<file path="config.mk">
export PLATFORM = sky130hd
export DESIGN_NAME = axil_reg_slice_skid_flat
export DESIGN_NICKNAME = d
export VERILOG_FILES = /design/src/rtl/axil_reg_slice_skid_if.sv /design/src/rtl/axil_reg_slice_skid.sv /design/src/flat_wrapper.sv
export SDC_FILE = /design/constraint.sdc
export NUM_CORES = 1
export LEC_CHECK = 0
export BUFFER_PORTS_ARGS = -buffer_cell sky130_fd_sc_hd__buf_2
export CORE_MARGIN = 1.5
export CORE_UTILIZATION = 48
export DETAILED_ROUTE_END_ITERATION = 10
export HOLD_SLACK_MARGIN = 0.02
export PLACE_DENSITY = 0.76
export RECOVER_POWER = 25
export SYNTH_ARGS = -nofsm -noshare
export SYNTH_HDL_FRONTEND = slang
export SYNTH_SLANG_ARGS = --single-unit
</file>
<file path="constraint.sdc">
create_clock -name clock -period 1.2 [get_ports clock]
set_input_delay 0.12 -clock clock [delete_from_list [all_inputs] [get_ports clock]]
set_output_delay 0.12 -clock clock [all_outputs]
set_load 0.01 [all_outputs]
</file>
<file path="src/rtl/axil_reg_slice_skid_if.sv">
// ----------------------------------------------------------------------------
// axil_reg_slice_skid_if
// AXI4-Lite bundle covering all five channels (AW, W, B, AR, R).
//   master modport : drives AW/W/AR payload+valid, bready, rready
//   slave  modport : drives awready, wready, arready, B and R payload+valid
// Parameters: ADDR_WIDTH (awaddr/araddr), DATA_WIDTH (wdata/rdata; wstrb is
// DATA_WIDTH/8).
// ----------------------------------------------------------------------------
interface axil_reg_slice_skid_if #(
  parameter int ADDR_WIDTH = 32,
  parameter int DATA_WIDTH = 32
);
  logic [ADDR_WIDTH-1:0]   awaddr;
  logic                    awvalid;
  logic                    awready;
  logic [DATA_WIDTH-1:0]   wdata;
  logic [DATA_WIDTH/8-1:0] wstrb;
  logic                    wvalid;
  logic                    wready;
  logic [1:0]              bresp;
  logic                    bvalid;
  logic                    bready;
  logic [ADDR_WIDTH-1:0]   araddr;
  logic                    arvalid;
  logic                    arready;
  logic [DATA_WIDTH-1:0]   rdata;
  logic [1:0]              rresp;
  logic                    rvalid;
  logic                    rready;

  modport master (
    output awaddr, awvalid, wdata, wstrb, wvalid, bready, araddr, arvalid, rready,
    input  awready, wready, bresp, bvalid, arready, rdata, rresp, rvalid
  );

  modport slave (
    input  awaddr, awvalid, wdata, wstrb, wvalid, bready, araddr, arvalid, rready,
    output awready, wready, bresp, bvalid, arready, rdata, rresp, rvalid
  );
endinterface

</file>
<file path="src/rtl/axil_reg_slice_skid.sv">
// ----------------------------------------------------------------------------
// axil_reg_slice_skid
// Full-throughput AXI4-Lite register slice. Every channel passes through a
// two-entry skid buffer so all outputs (valids, readies and payloads) come
// straight from flops and no combinational path crosses the slice.
//   clock  : single clock
//   reset  : synchronous, active-high
//   s_axi  : upstream side (slave modport), AW/W/AR in, B/R out
//   m_axi  : downstream side (master modport), AW/W/AR out, B/R in
// ----------------------------------------------------------------------------

// One skid-buffer channel: main register feeds the output, skid register
// catches the beat that arrives in the cycle the output stalls.
//   i_in_valid/o_in_ready/i_in_data     : upstream side of the channel
//   o_out_valid/i_out_ready/o_out_data  : downstream side of the channel
module axil_skid_chan #(
  parameter int WIDTH = 32
) (
  input  logic             i_clock,
  input  logic             i_reset,
  input  logic             i_in_valid,
  output logic             o_in_ready,
  input  logic [WIDTH-1:0] i_in_data,
  output logic             o_out_valid,
  input  logic             i_out_ready,
  output logic [WIDTH-1:0] o_out_data
);
  logic             r_main_valid;
  logic [WIDTH-1:0] r_main_data;
  logic             r_skid_valid;
  logic [WIDTH-1:0] r_skid_data;
  logic             r_in_ready;

  logic w_in_fire;
  logic w_out_fire;
  logic w_main_load;
  logic w_skid_valid_nxt;

  assign w_in_fire   = i_in_valid & r_in_ready;
  assign w_out_fire  = r_main_valid & i_out_ready;
  // Main can take a new beat when it is empty or being drained this cycle.
  assign w_main_load = !r_main_valid || w_out_fire;

  // NOTE: give every always_comb output a default first so no latch is inferred.
  always_comb begin
    w_skid_valid_nxt = r_skid_valid;
    if (w_main_load) begin
      // Skid (if any) moves into main; input can only land in main here.
      w_skid_valid_nxt = 1'b0;
    end else if (w_in_fire) begin
      w_skid_valid_nxt = 1'b1;
    end
  end

  // NOTE: sequential state uses non-blocking assignments only.
  always_ff @(posedge i_clock) begin
    if (i_reset) begin
      // NOTE: payload registers are reset too, so data outputs read 0 in reset.
      r_main_valid <= 1'b0;
      r_main_data  <= '0;
      r_skid_valid <= 1'b0;
      r_skid_data  <= '0;
      r_in_ready   <= 1'b0;
    end else begin
      r_skid_valid <= w_skid_valid_nxt;
      // Registered ready: accept next cycle only if skid will be free.
      r_in_ready   <= !w_skid_valid_nxt;
      if (w_main_load) begin
        if (r_skid_valid) begin
          r_main_valid <= 1'b1;
          r_main_data  <= r_skid_data;
        end else if (w_in_fire) begin
          r_main_valid <= 1'b1;
          r_main_data  <= i_in_data;
        end else begin
          r_main_valid <= 1'b0;
        end
      end else if (w_in_fire) begin
        r_skid_data <= i_in_data;
      end
    end
  end

  assign o_in_ready  = r_in_ready;
  assign o_out_valid = r_main_valid;
  assign o_out_data  = r_main_data;
endmodule

module axil_reg_slice_skid #(
  parameter int ADDR_WIDTH = 32,
  parameter int DATA_WIDTH = 32
) (
  input  logic                   clock,
  input  logic                   reset,
  axil_reg_slice_skid_if.slave   s_axi,
  axil_reg_slice_skid_if.master  m_axi
);
  localparam int STRB_WIDTH = DATA_WIDTH / 8;
  localparam int W_WIDTH    = DATA_WIDTH + STRB_WIDTH;
  localparam int R_WIDTH    = DATA_WIDTH + 2;

  logic [W_WIDTH-1:0] w_w_in_data;
  logic [W_WIDTH-1:0] w_w_out_data;
  logic [R_WIDTH-1:0] w_r_in_data;
  logic [R_WIDTH-1:0] w_r_out_data;

  assign w_w_in_data                 = {s_axi.wdata, s_axi.wstrb};
  assign {m_axi.wdata, m_axi.wstrb}  = w_w_out_data;
  assign w_r_in_data                 = {m_axi.rdata, m_axi.rresp};
  assign {s_axi.rdata, s_axi.rresp}  = w_r_out_data;

  // AW: upstream -> downstream
  axil_skid_chan #(.WIDTH(ADDR_WIDTH)) u_aw (
    .i_clock(clock), .i_reset(reset),
    .i_in_valid(s_axi.awvalid), .o_in_ready(s_axi.awready), .i_in_data(s_axi.awaddr),
    .o_out_valid(m_axi.awvalid), .i_out_ready(m_axi.awready), .o_out_data(m_axi.awaddr)
  );

  // W: upstream -> downstream, data and strobe travel together
  axil_skid_chan #(.WIDTH(W_WIDTH)) u_w (
    .i_clock(clock), .i_reset(reset),
    .i_in_valid(s_axi.wvalid), .o_in_ready(s_axi.wready), .i_in_data(w_w_in_data),
    .o_out_valid(m_axi.wvalid), .i_out_ready(m_axi.wready), .o_out_data(w_w_out_data)
  );

  // B: downstream -> upstream
  axil_skid_chan #(.WIDTH(2)) u_b (
    .i_clock(clock), .i_reset(reset),
    .i_in_valid(m_axi.bvalid), .o_in_ready(m_axi.bready), .i_in_data(m_axi.bresp),
    .o_out_valid(s_axi.bvalid), .i_out_ready(s_axi.bready), .o_out_data(s_axi.bresp)
  );

  // AR: upstream -> downstream
  axil_skid_chan #(.WIDTH(ADDR_WIDTH)) u_ar (
    .i_clock(clock), .i_reset(reset),
    .i_in_valid(s_axi.arvalid), .o_in_ready(s_axi.arready), .i_in_data(s_axi.araddr),
    .o_out_valid(m_axi.arvalid), .i_out_ready(m_axi.arready), .o_out_data(m_axi.araddr)
  );

  // R: downstream -> upstream, data and response travel together
  axil_skid_chan #(.WIDTH(R_WIDTH)) u_r (
    .i_clock(clock), .i_reset(reset),
    .i_in_valid(m_axi.rvalid), .o_in_ready(m_axi.rready), .i_in_data(w_r_in_data),
    .o_out_valid(s_axi.rvalid), .i_out_ready(s_axi.rready), .o_out_data(w_r_out_data)
  );
endmodule

</file>
<file path="src/flat_wrapper.sv">
// flat-port wrapper written by rule: the top's interface ports become plain ports
module axil_reg_slice_skid_flat 
#(
  parameter int ADDR_WIDTH = 32,
  parameter int DATA_WIDTH = 32
)
  (clock, reset, s_axi_awaddr, s_axi_awvalid, s_axi_wdata, s_axi_wstrb, s_axi_wvalid, s_axi_bready, s_axi_araddr, s_axi_arvalid, s_axi_rready, s_axi_awready, s_axi_wready, s_axi_bresp, s_axi_bvalid, s_axi_arready, s_axi_rdata, s_axi_rresp, s_axi_rvalid, m_axi_awaddr, m_axi_awvalid, m_axi_wdata, m_axi_wstrb, m_axi_wvalid, m_axi_bready, m_axi_araddr, m_axi_arvalid, m_axi_rready, m_axi_awready, m_axi_wready, m_axi_bresp, m_axi_bvalid, m_axi_arready, m_axi_rdata, m_axi_rresp, m_axi_rvalid);
  axil_reg_slice_skid_if #(.ADDR_WIDTH(ADDR_WIDTH), .DATA_WIDTH(DATA_WIDTH)) s_axi_i ();
  axil_reg_slice_skid_if #(.ADDR_WIDTH(ADDR_WIDTH), .DATA_WIDTH(DATA_WIDTH)) m_axi_i ();
  input  logic clock;
  input  logic reset;
  input wire logic [$bits(s_axi_i.awaddr)-1:0] s_axi_awaddr;
  input wire logic [$bits(s_axi_i.awvalid)-1:0] s_axi_awvalid;
  input wire logic [$bits(s_axi_i.wdata)-1:0] s_axi_wdata;
  input wire logic [$bits(s_axi_i.wstrb)-1:0] s_axi_wstrb;
  input wire logic [$bits(s_axi_i.wvalid)-1:0] s_axi_wvalid;
  input wire logic [$bits(s_axi_i.bready)-1:0] s_axi_bready;
  input wire logic [$bits(s_axi_i.araddr)-1:0] s_axi_araddr;
  input wire logic [$bits(s_axi_i.arvalid)-1:0] s_axi_arvalid;
  input wire logic [$bits(s_axi_i.rready)-1:0] s_axi_rready;
  output wire logic [$bits(s_axi_i.awready)-1:0] s_axi_awready;
  output wire logic [$bits(s_axi_i.wready)-1:0] s_axi_wready;
  output wire logic [$bits(s_axi_i.bresp)-1:0] s_axi_bresp;
  output wire logic [$bits(s_axi_i.bvalid)-1:0] s_axi_bvalid;
  output wire logic [$bits(s_axi_i.arready)-1:0] s_axi_arready;
  output wire logic [$bits(s_axi_i.rdata)-1:0] s_axi_rdata;
  output wire logic [$bits(s_axi_i.rresp)-1:0] s_axi_rresp;
  output wire logic [$bits(s_axi_i.rvalid)-1:0] s_axi_rvalid;
  output wire logic [$bits(m_axi_i.awaddr)-1:0] m_axi_awaddr;
  output wire logic [$bits(m_axi_i.awvalid)-1:0] m_axi_awvalid;
  output wire logic [$bits(m_axi_i.wdata)-1:0] m_axi_wdata;
  output wire logic [$bits(m_axi_i.wstrb)-1:0] m_axi_wstrb;
  output wire logic [$bits(m_axi_i.wvalid)-1:0] m_axi_wvalid;
  output wire logic [$bits(m_axi_i.bready)-1:0] m_axi_bready;
  output wire logic [$bits(m_axi_i.araddr)-1:0] m_axi_araddr;
  output wire logic [$bits(m_axi_i.arvalid)-1:0] m_axi_arvalid;
  output wire logic [$bits(m_axi_i.rready)-1:0] m_axi_rready;
  input wire logic [$bits(m_axi_i.awready)-1:0] m_axi_awready;
  input wire logic [$bits(m_axi_i.wready)-1:0] m_axi_wready;
  input wire logic [$bits(m_axi_i.bresp)-1:0] m_axi_bresp;
  input wire logic [$bits(m_axi_i.bvalid)-1:0] m_axi_bvalid;
  input wire logic [$bits(m_axi_i.arready)-1:0] m_axi_arready;
  input wire logic [$bits(m_axi_i.rdata)-1:0] m_axi_rdata;
  input wire logic [$bits(m_axi_i.rresp)-1:0] m_axi_rresp;
  input wire logic [$bits(m_axi_i.rvalid)-1:0] m_axi_rvalid;
  assign s_axi_i.awaddr = s_axi_awaddr;
  assign s_axi_i.awvalid = s_axi_awvalid;
  assign s_axi_i.wdata = s_axi_wdata;
  assign s_axi_i.wstrb = s_axi_wstrb;
  assign s_axi_i.wvalid = s_axi_wvalid;
  assign s_axi_i.bready = s_axi_bready;
  assign s_axi_i.araddr = s_axi_araddr;
  assign s_axi_i.arvalid = s_axi_arvalid;
  assign s_axi_i.rready = s_axi_rready;
  assign s_axi_awready = s_axi_i.awready;
  assign s_axi_wready = s_axi_i.wready;
  assign s_axi_bresp = s_axi_i.bresp;
  assign s_axi_bvalid = s_axi_i.bvalid;
  assign s_axi_arready = s_axi_i.arready;
  assign s_axi_rdata = s_axi_i.rdata;
  assign s_axi_rresp = s_axi_i.rresp;
  assign s_axi_rvalid = s_axi_i.rvalid;
  assign m_axi_awaddr = m_axi_i.awaddr;
  assign m_axi_awvalid = m_axi_i.awvalid;
  assign m_axi_wdata = m_axi_i.wdata;
  assign m_axi_wstrb = m_axi_i.wstrb;
  assign m_axi_wvalid = m_axi_i.wvalid;
  assign m_axi_bready = m_axi_i.bready;
  assign m_axi_araddr = m_axi_i.araddr;
  assign m_axi_arvalid = m_axi_i.arvalid;
  assign m_axi_rready = m_axi_i.rready;
  assign m_axi_i.awready = m_axi_awready;
  assign m_axi_i.wready = m_axi_wready;
  assign m_axi_i.bresp = m_axi_bresp;
  assign m_axi_i.bvalid = m_axi_bvalid;
  assign m_axi_i.arready = m_axi_arready;
  assign m_axi_i.rdata = m_axi_rdata;
  assign m_axi_i.rresp = m_axi_rresp;
  assign m_axi_i.rvalid = m_axi_rvalid;
  axil_reg_slice_skid #(.ADDR_WIDTH(ADDR_WIDTH), .DATA_WIDTH(DATA_WIDTH)) u_core (.clock(clock), .reset(reset), .s_axi(s_axi_i), .m_axi(m_axi_i));
endmodule
</file>
== Word level (Yosys, flattened, before mapping) ==
Cells that the tools add are included.
Storage, ports and cells
  word-level logic and storage cells: 100
  flip-flop bits (word level): 287
Operators by class
  bitwise operators: 15
  mux-type cells: 30
  reduce and logical (&&, ||, !) cells: 30
Operators with widths (number)
  $mux 32: 4
  $mux 36: 2
  $mux 34: 2
  $mux 1: 20
  $reduce_and 2->1: 10
  $and 1x1->1: 10
  $logic_not 1->1: 10
  $reduce_bool 2->1: 5
  $logic_or 1x1->1: 5
  $not 1->1: 5
  $mux 2: 2

== Longest topological paths before layout ==
Gate-level depths: netlist of the first run.
  depth in word-level cells: 4
  gate-level depth with buffers: 7
  mapped depth without buffers: 3

== Hierarchy ==
From an unflattened synthesis of the first run, not the netlist that was laid out.
Unflattened totals
  cells, all modules: 1271
  area, all modules: 12151.7 µm²
By module, submodules not included
  axil_skid_chan at u_core.u_ar ...: cells an instance 298, area each 2869.0 µm², sequential area each 1341.3 µm², times used 2
  axil_skid_chan at u_core.u_w: cells an instance 332, area each 3149.3 µm², sequential area each 1501.4 µm², times used 1
  axil_skid_chan at u_core.u_r: cells an instance 316, area each 2996.6 µm², sequential area each 1421.4 µm², times used 1
  axil_skid_chan at u_core.u_b: cells an instance 27, area each 267.8 µm², sequential area each 140.1 µm², times used 1

== Least setup slack after synthesis of the first run ==
OpenSTA, ideal clock, no wires.
  path kind: reg-to-reg
  from: reg u_core.u_w.r_in_ready (netlist: u_core.u_w.o_in_ready)
  to: reg u_core.u_w.r_main_data[10] (netlist: u_core.u_w.o_out_data[10])
  buffers on the path: 3
  slack: -134 ps
  cell stages (with the launch flop): 7
  arrival: 1253 ps
  data required time: 1119 ps
  setup time: 81 ps
  cells stage by stage: dfxtp_1 > a21o_1 > buf_2 > and2_1 > buf_4 > buf_6 > a211oi_2
Between the ends
  cells in the longest elaborated chain, start to end: 3
Ends and longest elaborated chain
  start, declared: RTL line axil_reg_slice_skid.sv:32  | logic r_in_ready;
  start signal, assigned: RTL line axil_reg_slice_skid.sv:67  | r_in_ready <= !w_skid_valid_nxt;
  $and 1x1->1: RTL line axil_reg_slice_skid.sv:39  | assign w_in_fire = i_in_valid & r_in_ready;
  $reduce_bool 2->1 (no line)
  $reduce_and 2->1 (no line)
  end signal, assigned: RTL line axil_reg_slice_skid.sv:71  | r_main_data <= r_skid_data;
  end signal, assigned: RTL line axil_reg_slice_skid.sv:74  | r_main_data <= i_in_data;
  end, declared: RTL line axil_reg_slice_skid.sv:29  | logic [WIDTH-1:0] r_main_data;
No other way between the ends.
A chain may end at the register's enable or synchronous reset.

== Worst setup path in the final report of the first run ==
  from: reg u_core.u_w.r_in_ready (netlist: u_core.u_w.o_in_ready)
  to: reg u_core.u_w.r_skid_data[21]
Between the ends
  cells in the longest elaborated chain, start to end: 2
Ends and longest elaborated chain
  $and 1x1->1: RTL line axil_reg_slice_skid.sv:39
  $reduce_and 2->1 (no line)
  end signal, assigned: RTL line axil_reg_slice_skid.sv:79  | r_skid_data <= i_in_data;
  end, declared: RTL line axil_reg_slice_skid.sv:31  | logic [WIDTH-1:0] r_skid_data;
No other way between the ends.

==> results of run 1 <==
==> where the power goes <==
group	leakage, nW	switching [mW]	internal (mW)
Clock	0.468	3.82	5.05
Combinational	3.75	1.76	1.56
Sequential	2.35	0.262	9.94
==> area by class of cell <==
| class | instances | area, sq um | share of cell area [%] |
|---|---|---|---|
| Multi-Input combinational cell | 865 | 6110 | 35.2 |
| Clock buffer | 38 | 830 | 4.77 |
| Timing Repair Buffer | 525 | 4160 | 23.9 |
| Tap cell | 324 | 405 | 2.33 |
| Sequential cell | 287 | 5780 | 33.2 |
| Antenna cell | 1 | 2.50 | 0.0144 |
| Clock inverter | 13 | 100 | 0.576 |
==> worst max path at each step <==
stage	start	endpoint	slack, ns	depth (start not counted)
final	u_core.u_w.o_in_ready$_SDFF_PP0_	u_core.u_w.r_skid_data[21]$_SDFFE_PP0P_	-0.09	5
after global routing	u_core.u_w.o_in_ready$_SDFF_PP0_	u_core.u_w.r_skid_data[21]$_SDFFE_PP0P_	-0.13	5
after CTS	u_core.u_r.o_in_ready$_SDFF_PP0_	m_axi_rready	-0.04	2
after detailed placement	u_core.u_r.o_in_ready$_SDFF_PP0_	u_core.u_r.o_out_data[2]$_SDFFE_PP0P_	-0.10	3
after global placement	u_core.u_r.o_in_ready$_SDFF_PP0_	u_core.u_r.o_out_data[2]$_SDFFE_PP0P_	-0.07	3
after floorplan	u_core.u_r.r_skid_valid$_SDFF_PP0_	u_core.u_r.o_out_data[10]$_SDFFE_PP0P_	-0.13	7
==> metal layers <==
metal	wire [um]	vias to the layer above
li1	-	5364
met1	15400	5723
met2	19700	590
met3	2950	145
met4	1610	2
met5	10	-
==> synth_stat cells (all sizes together) (4+ instances only) <==
cell type	count
a211oi	134
a21o	4
a21oi	280
and2	4
and4b	4
buf	66
clkbuf	56
dfxtp	287
mux2i	138
nand2	268
nand2b	5
nand4b	5
nor2	12
nor3	5
==> flip-flops by register name, summed over array words and instances, names as in the netlist, 2 cells and up <==
name and cells:
u_core.u_aw.r_skid_data 32, u_core.u_r.o_out_data 34, u_core.u_w.r_skid_data 36, u_core.u_ar.o_out_data 32, u_core.u_ar.r_skid_data 32, u_core.u_r.r_skid_data 34, u_core.u_aw.o_out_data 32, u_core.u_b.o_out_data 2
u_core.u_w.o_out_data 36, u_core.u_b.r_skid_data 2
==> worst max-delay path, cell delays in order, from the launching register on <==
cell and delay [ns]:
dfxtp_2 0.35, buf_6 0.10, and4b_4 0.34, clkbuf_16 0.21, nand2_2 0.06, a21oi_1 0.14
==> per-stage QoR <==
stage | hold WS (ns) | TNS, ns | util (%) | cells
global placement | 0.357 | -1.99 | 57.6 | 1840
detailed placement | 0.359 | -2.76 | 57.6 | 1840
finish | 0.158 | -1.41 | 71.1 | 2053
global route | 0.177 | -5.83 | 71.1 | 2052
CTS | 0.141 | -0.0750 | 67.6 | 2036
floorplan | 0.256 | -8.36 | - | 1273
==> cells by family after synthesis <==
group	Yosys count
AND/OR/NAND/NOR	306
flip-flops	287
multiplexers	138
AO/OA/AOI/OAI	420
buffers and inverters	122
==> repair_timing <==
action | CTS | global route
hold buffers | 143 | 0
gates resized for setup | 27 | 157
setup buffers | 0 | 3
pin swaps | 0 | 36
setup endpoints to repair | 104 | 160
hold endpoints to repair | 286 | 0
cloned | 2 | 13
==> results.toml, run 1 <==
[logic_synthesis]
synth_adder_area_share_pct = 0
yosys_register_bits = 287
synth_edf_count = 0
syn_avg_cell_area_sq_um = 9.46
synth_flop_cell = "dfxtp_1"
synth-simple-area-share_pct = 10.3
synth_cell_types = 22
synth.area.mux_share_pct = 11.5
seq_area_frac_synth_pct = 47.7
yosys_warnings = 0
synth-compound-area-share_pct = 25.3
synth_cells = 1273
synth_area_sq_um = 12000
async_flop_share_pct = 0
syn_nets = 1421
synth_top_family_by_area = "compound AO/OA/AOI/OAI gates"
yosysTopAreaCell = "dfxtp_1"
synth_xor_area_share_pct = 0
synth_top_area_share_pct = 47.7
synthTopCellsByArea = "dfxtp_1 48%, a211oi_2 12%, a21oi_1 12%"

[finish]
fin_nets = 1856
final_cell_mix = "283 x buf_2, 260 x dfxtp_1, 242 x nand2_1, 230 x a21oi_1, 143 x dlygate4sd3_1"
fillers = 1623
area_delta_synth_final_pct = 44.5
final_common_cell = "buf_2"
fin_area_sq_um = 17400
drive_above_1_share_pct = 39.0

[detailed_routing]
drc = 0
num_vias = 11824
viasPerCell = 5.76
antenna_left = 0
firstDrtPassIters = 7
detail_route.wirelength_mm = 39.7
wl_per_cell_um = 19.3
first_iter_violations = 1034

[global_route]
busiest_layer = "met2"
grt_overflow_total = 0
grt_max_degree = 52
grt_pass1_wl_mm = 57.4
grt_usage_pct = 26.6
first_global_vias = 11447
use_met1_pct = 30.8
antenna_found_initial = 1
met2_usage_pct = 46.5
use_met3_pct = 6.01

[job]
cap_violations = 0

[place]
placed_cell_area_sq_um = 14100
port-buffer-count = 293
place_congestion = 0.811
place_ws_ns = -0.101
dp_hpwl_mm = 21.0

[timing]
slew_viol_final = 0
hold_viol = 0
setup_viol = 57
finalCritPeriodShare_pct = 107
tightest_slew_ns = 0.448
skew_ns = 0.0102
finalWorstSetupSlack_ns = -0.0893
fmax_mhz = 776
rsz0062_at_grt = "yes"
max_slew_margin_pct = 70.1
finalWorstPathRequiredPeriod_ns = 1.29

[setup_path]
required_ns = 1.66
r2r_cells = 5
r2r-end = "u_core.u_w.r_skid_data[21]$_SDFFE_PP0P_"
worstSetupEndpointType = "flip-flop"
cp-start-kind = "flip-flop"
path_class = "reg2reg"
worstPathMaxFanout = 6
r2r-start = "u_core.u_w.o_in_ready$_SDFF_PP0_"
rrSetupSlack_ns = -0.09
worstPathArrival_ns = 1.75

[floorplan]
die_h_um = 161
dieArea_sq_um = 26000
placementRows = 57
core_sq_um = 24500
io_pins = 294
start_util_pct = 49.2
die_w_um = 161

[clock_tree]
clock_sinks = 287
htree_levels = 1
cts_inserted_buffers = 29
cts_root_buf = "clkbuf_16"
clock_latency_ns = 0.54
cts.path.max_buffers = 3
tritoncts = "built"
path_clk_slew_ns = 0.06

[hold_path]
hold_path.class = "in2reg"
min_to = "u_core.u_r.r_skid_valid$_SDFF_PP0_"
hp-start = "s_axi_rready"
whs_path_depth = 4

[outcome]
violations = "negative setup slack"
run_status = "finished, violations left"

[pwr]
leakagePower_nw = 6.57
ir_drop_uv = 1190
total_power_mw = 22.4
power.density_nw_per_um2 = 1290
Power figures use the tool's default switching activity.
==> run 2, diff against run 1 <==
--- a/config.mk
+++ b/config.mk
@@ -12,6 +12,8 @@
 export HOLD_SLACK_MARGIN = 0.02
 export PLACE_DENSITY = 0.76
 export RECOVER_POWER = 25
+export SETUP_SLACK_MARGIN = 0.5
+export SKIP_LAST_GASP = 1
 export SYNTH_ARGS = -nofsm -noshare
 export SYNTH_HDL_FRONTEND = slang
 export SYNTH_SLANG_ARGS = --single-unit
==> results.toml, run 2 (synthesized netlist as in run 1, its figures left out) <==
[outcome]
run_status = "finished, violations left"
violations = "negative hold slack, negative setup slack"

[place]
placed_cell_area_sq_um = 14200
port-buffer-count = 293
place_congestion = 0.811
dp.cells = 1832
dp_hpwl_mm = 20.6

[clock_tree]
cts-hold-fix-buffers = 139
tritoncts = "built"
cts.path.max_buffers = 3
clock_sinks = 287
cts_root_buf = "clkbuf_16"
cts_inserted_buffers = 30
clock_latency_ns = 0.56
htree_levels = 1
path_clk_slew_ns = 0.07

[global_route]
antenna_found_initial = 7
grt_overflow_total = 0
grt_pass1_wl_mm = 69.0
grt_usage_pct = 33.0
grt_max_degree = 56
first_global_vias = 13038

[finish]
fin_nets = 2000
fin_area_sq_um = 21700
fillers = 835
fin_cells = 2205
area_delta_synth_final_pct = 80.3
final_cell_mix = "184 x buf_6, 159 x nand2_1, 146 x buf_2, 145 x a21oi_2, 139 x dlygate4sd3_1"
final_common_cell = "buf_6"
drive_above_1_share_pct = 63.0

[setup_path]
r2r_cells = 5
worstPathArrival_ns = 2.21
path_class = "reg2reg"
required_ns = 1.58
cp-start-kind = "flip-flop"
worstSetupEndpointType = "flip-flop"
worstPathMaxFanout = 7

[timing]
max_slew_margin_pct = 48.9
finalWorstSetupSlack_ns = -0.635
finalCritPeriodShare_pct = 153
setup_viol = 260
slew_viol_final = 0
hold_viol = 16
fmax_mhz = 545
tns_ns = -24.06
whs_ns = -0.0897
tightest_slew_ns = 0.745
skew_ns = 0.0130
finalWorstPathRequiredPeriod_ns = 1.83
rsz0062_at_grt = "yes"

[floorplan]
start_util_pct = 49.2
die_w_um = 161
io_pins = 294
dieArea_sq_um = 26000
core_sq_um = 24500
die_h_um = 161
placementRows = 57

[detailed_routing]
first_iter_violations = 1902
antenna_left = 0
num_vias = 14519
wl_per_cell_um = 29.4
viasPerCell = 6.58
firstDrtPassIters = 8
detail_route.wirelength_mm = 64.8
drc = 0

[hold_path]
whs_path_depth = 2
hold_path.class = "in2reg"

[pwr]
leakagePower_nw = 8.58
power.density_nw_per_um2 = 1180
ir_drop_uv = 1090

[job]
cap_violations = 0
==> run 2: cell count changes in the layout (fill, tap and decap cells not counted), sizes merged <==
cell,previous run,this run
buf,369,513
bufbuf,0,3
clkinv,11,8
clkbuf,51,57
diode,1,5
dlygate4sd3,143,139
inv,0,1
bufinv,1,2
==> run 2: report_power, final <==
part / internal (mW) / total [mW] / switching, mW
clock: 5.59 / 9.90 / 4.31
sequential: 9.99 / 10.4 / 0.428
combinational: 2.62 / 5.26 / 2.63
total: 18.2 / 25.6 / 7.37
==> run 2: routing by layer <==
layer | global-route usage, % | wire length, um
met1 | 36.6 | 21000
met2 | 58.8 | 30500
met3 | 6.37 | 7150
met4 | 18.6 | 6160
met5 | 0 | 0
==> run 2: timing repair <==
action / CTS / global route
hold endpoints to repair: 287 / 18
buffers inserted: 62 / 76
gates cloned: 18 / 17
pin swaps: 18 / 182
resized for setup: 344 / 494
setup endpoints to repair: 433 / 433
==> run 2: final timing paths <==
| check | start | to | slack (ns) |
|---|---|---|---|
| max | u_core.u_ar.o_in_ready$_SDFF_PP0_ | u_core.u_ar.o_out_data[19]$_SDFFE_PP0P_ | -0.63 |
| min | reset | u_core.u_w.r_skid_data[8]$_SDFFE_PP0P_ | -0.09 |
| max reg2reg | u_core.u_ar.o_in_ready$_SDFF_PP0_ | u_core.u_ar.o_out_data[19]$_SDFFE_PP0P_ | -0.63 |
| min reg2reg | u_core.u_aw.r_skid_data[7]$_SDFFE_PP0P_ | u_core.u_aw.r_skid_data[7]$_SDFFE_PP0P_ | 0.47 |
==> run 2: per-stage QoR <==
step | utilization, % | setup WS [ns] | hold slack (ns) | power [mW]
finish | 88.7 | -0.635 | -0.0897 | 25.6
global route | 88.7 | -0.661 | -0.0956 | 26.1
CTS | 77.4 | -0.0571 | -0.132 | 23.8
detailed placement | 58.0 | -0.123 | 0.380 | 12.9
global placement | 58.0 | -0.0880 | 0.371 | 12.9
floorplan | - | -0.128 | 0.256 | 12.0
==> run 2: final cells by class <==
cell class / instances / area [sq um] / area share, %
Timing Repair Buffer: 668 / 6760 / 31.2
Antenna cell: 5 / 12.5 / 0.0577
Clock inverter: 12 / 118 / 0.542
Multi-Input combinational cell: 865 / 7540 / 34.7
Clock buffer: 44 / 895 / 4.12
Sequential cell: 287 / 5970 / 27.5
Tap cell: 324 / 405 / 1.87
==> run 2: worst max-delay path: stages (launching register included) <==
cell and delay, ns:
dfxtp_4 0.36, a21o_1 0.22, and2_4 0.20, buf_6 0.14
buf_16 0.14, a211oi_2 0.59
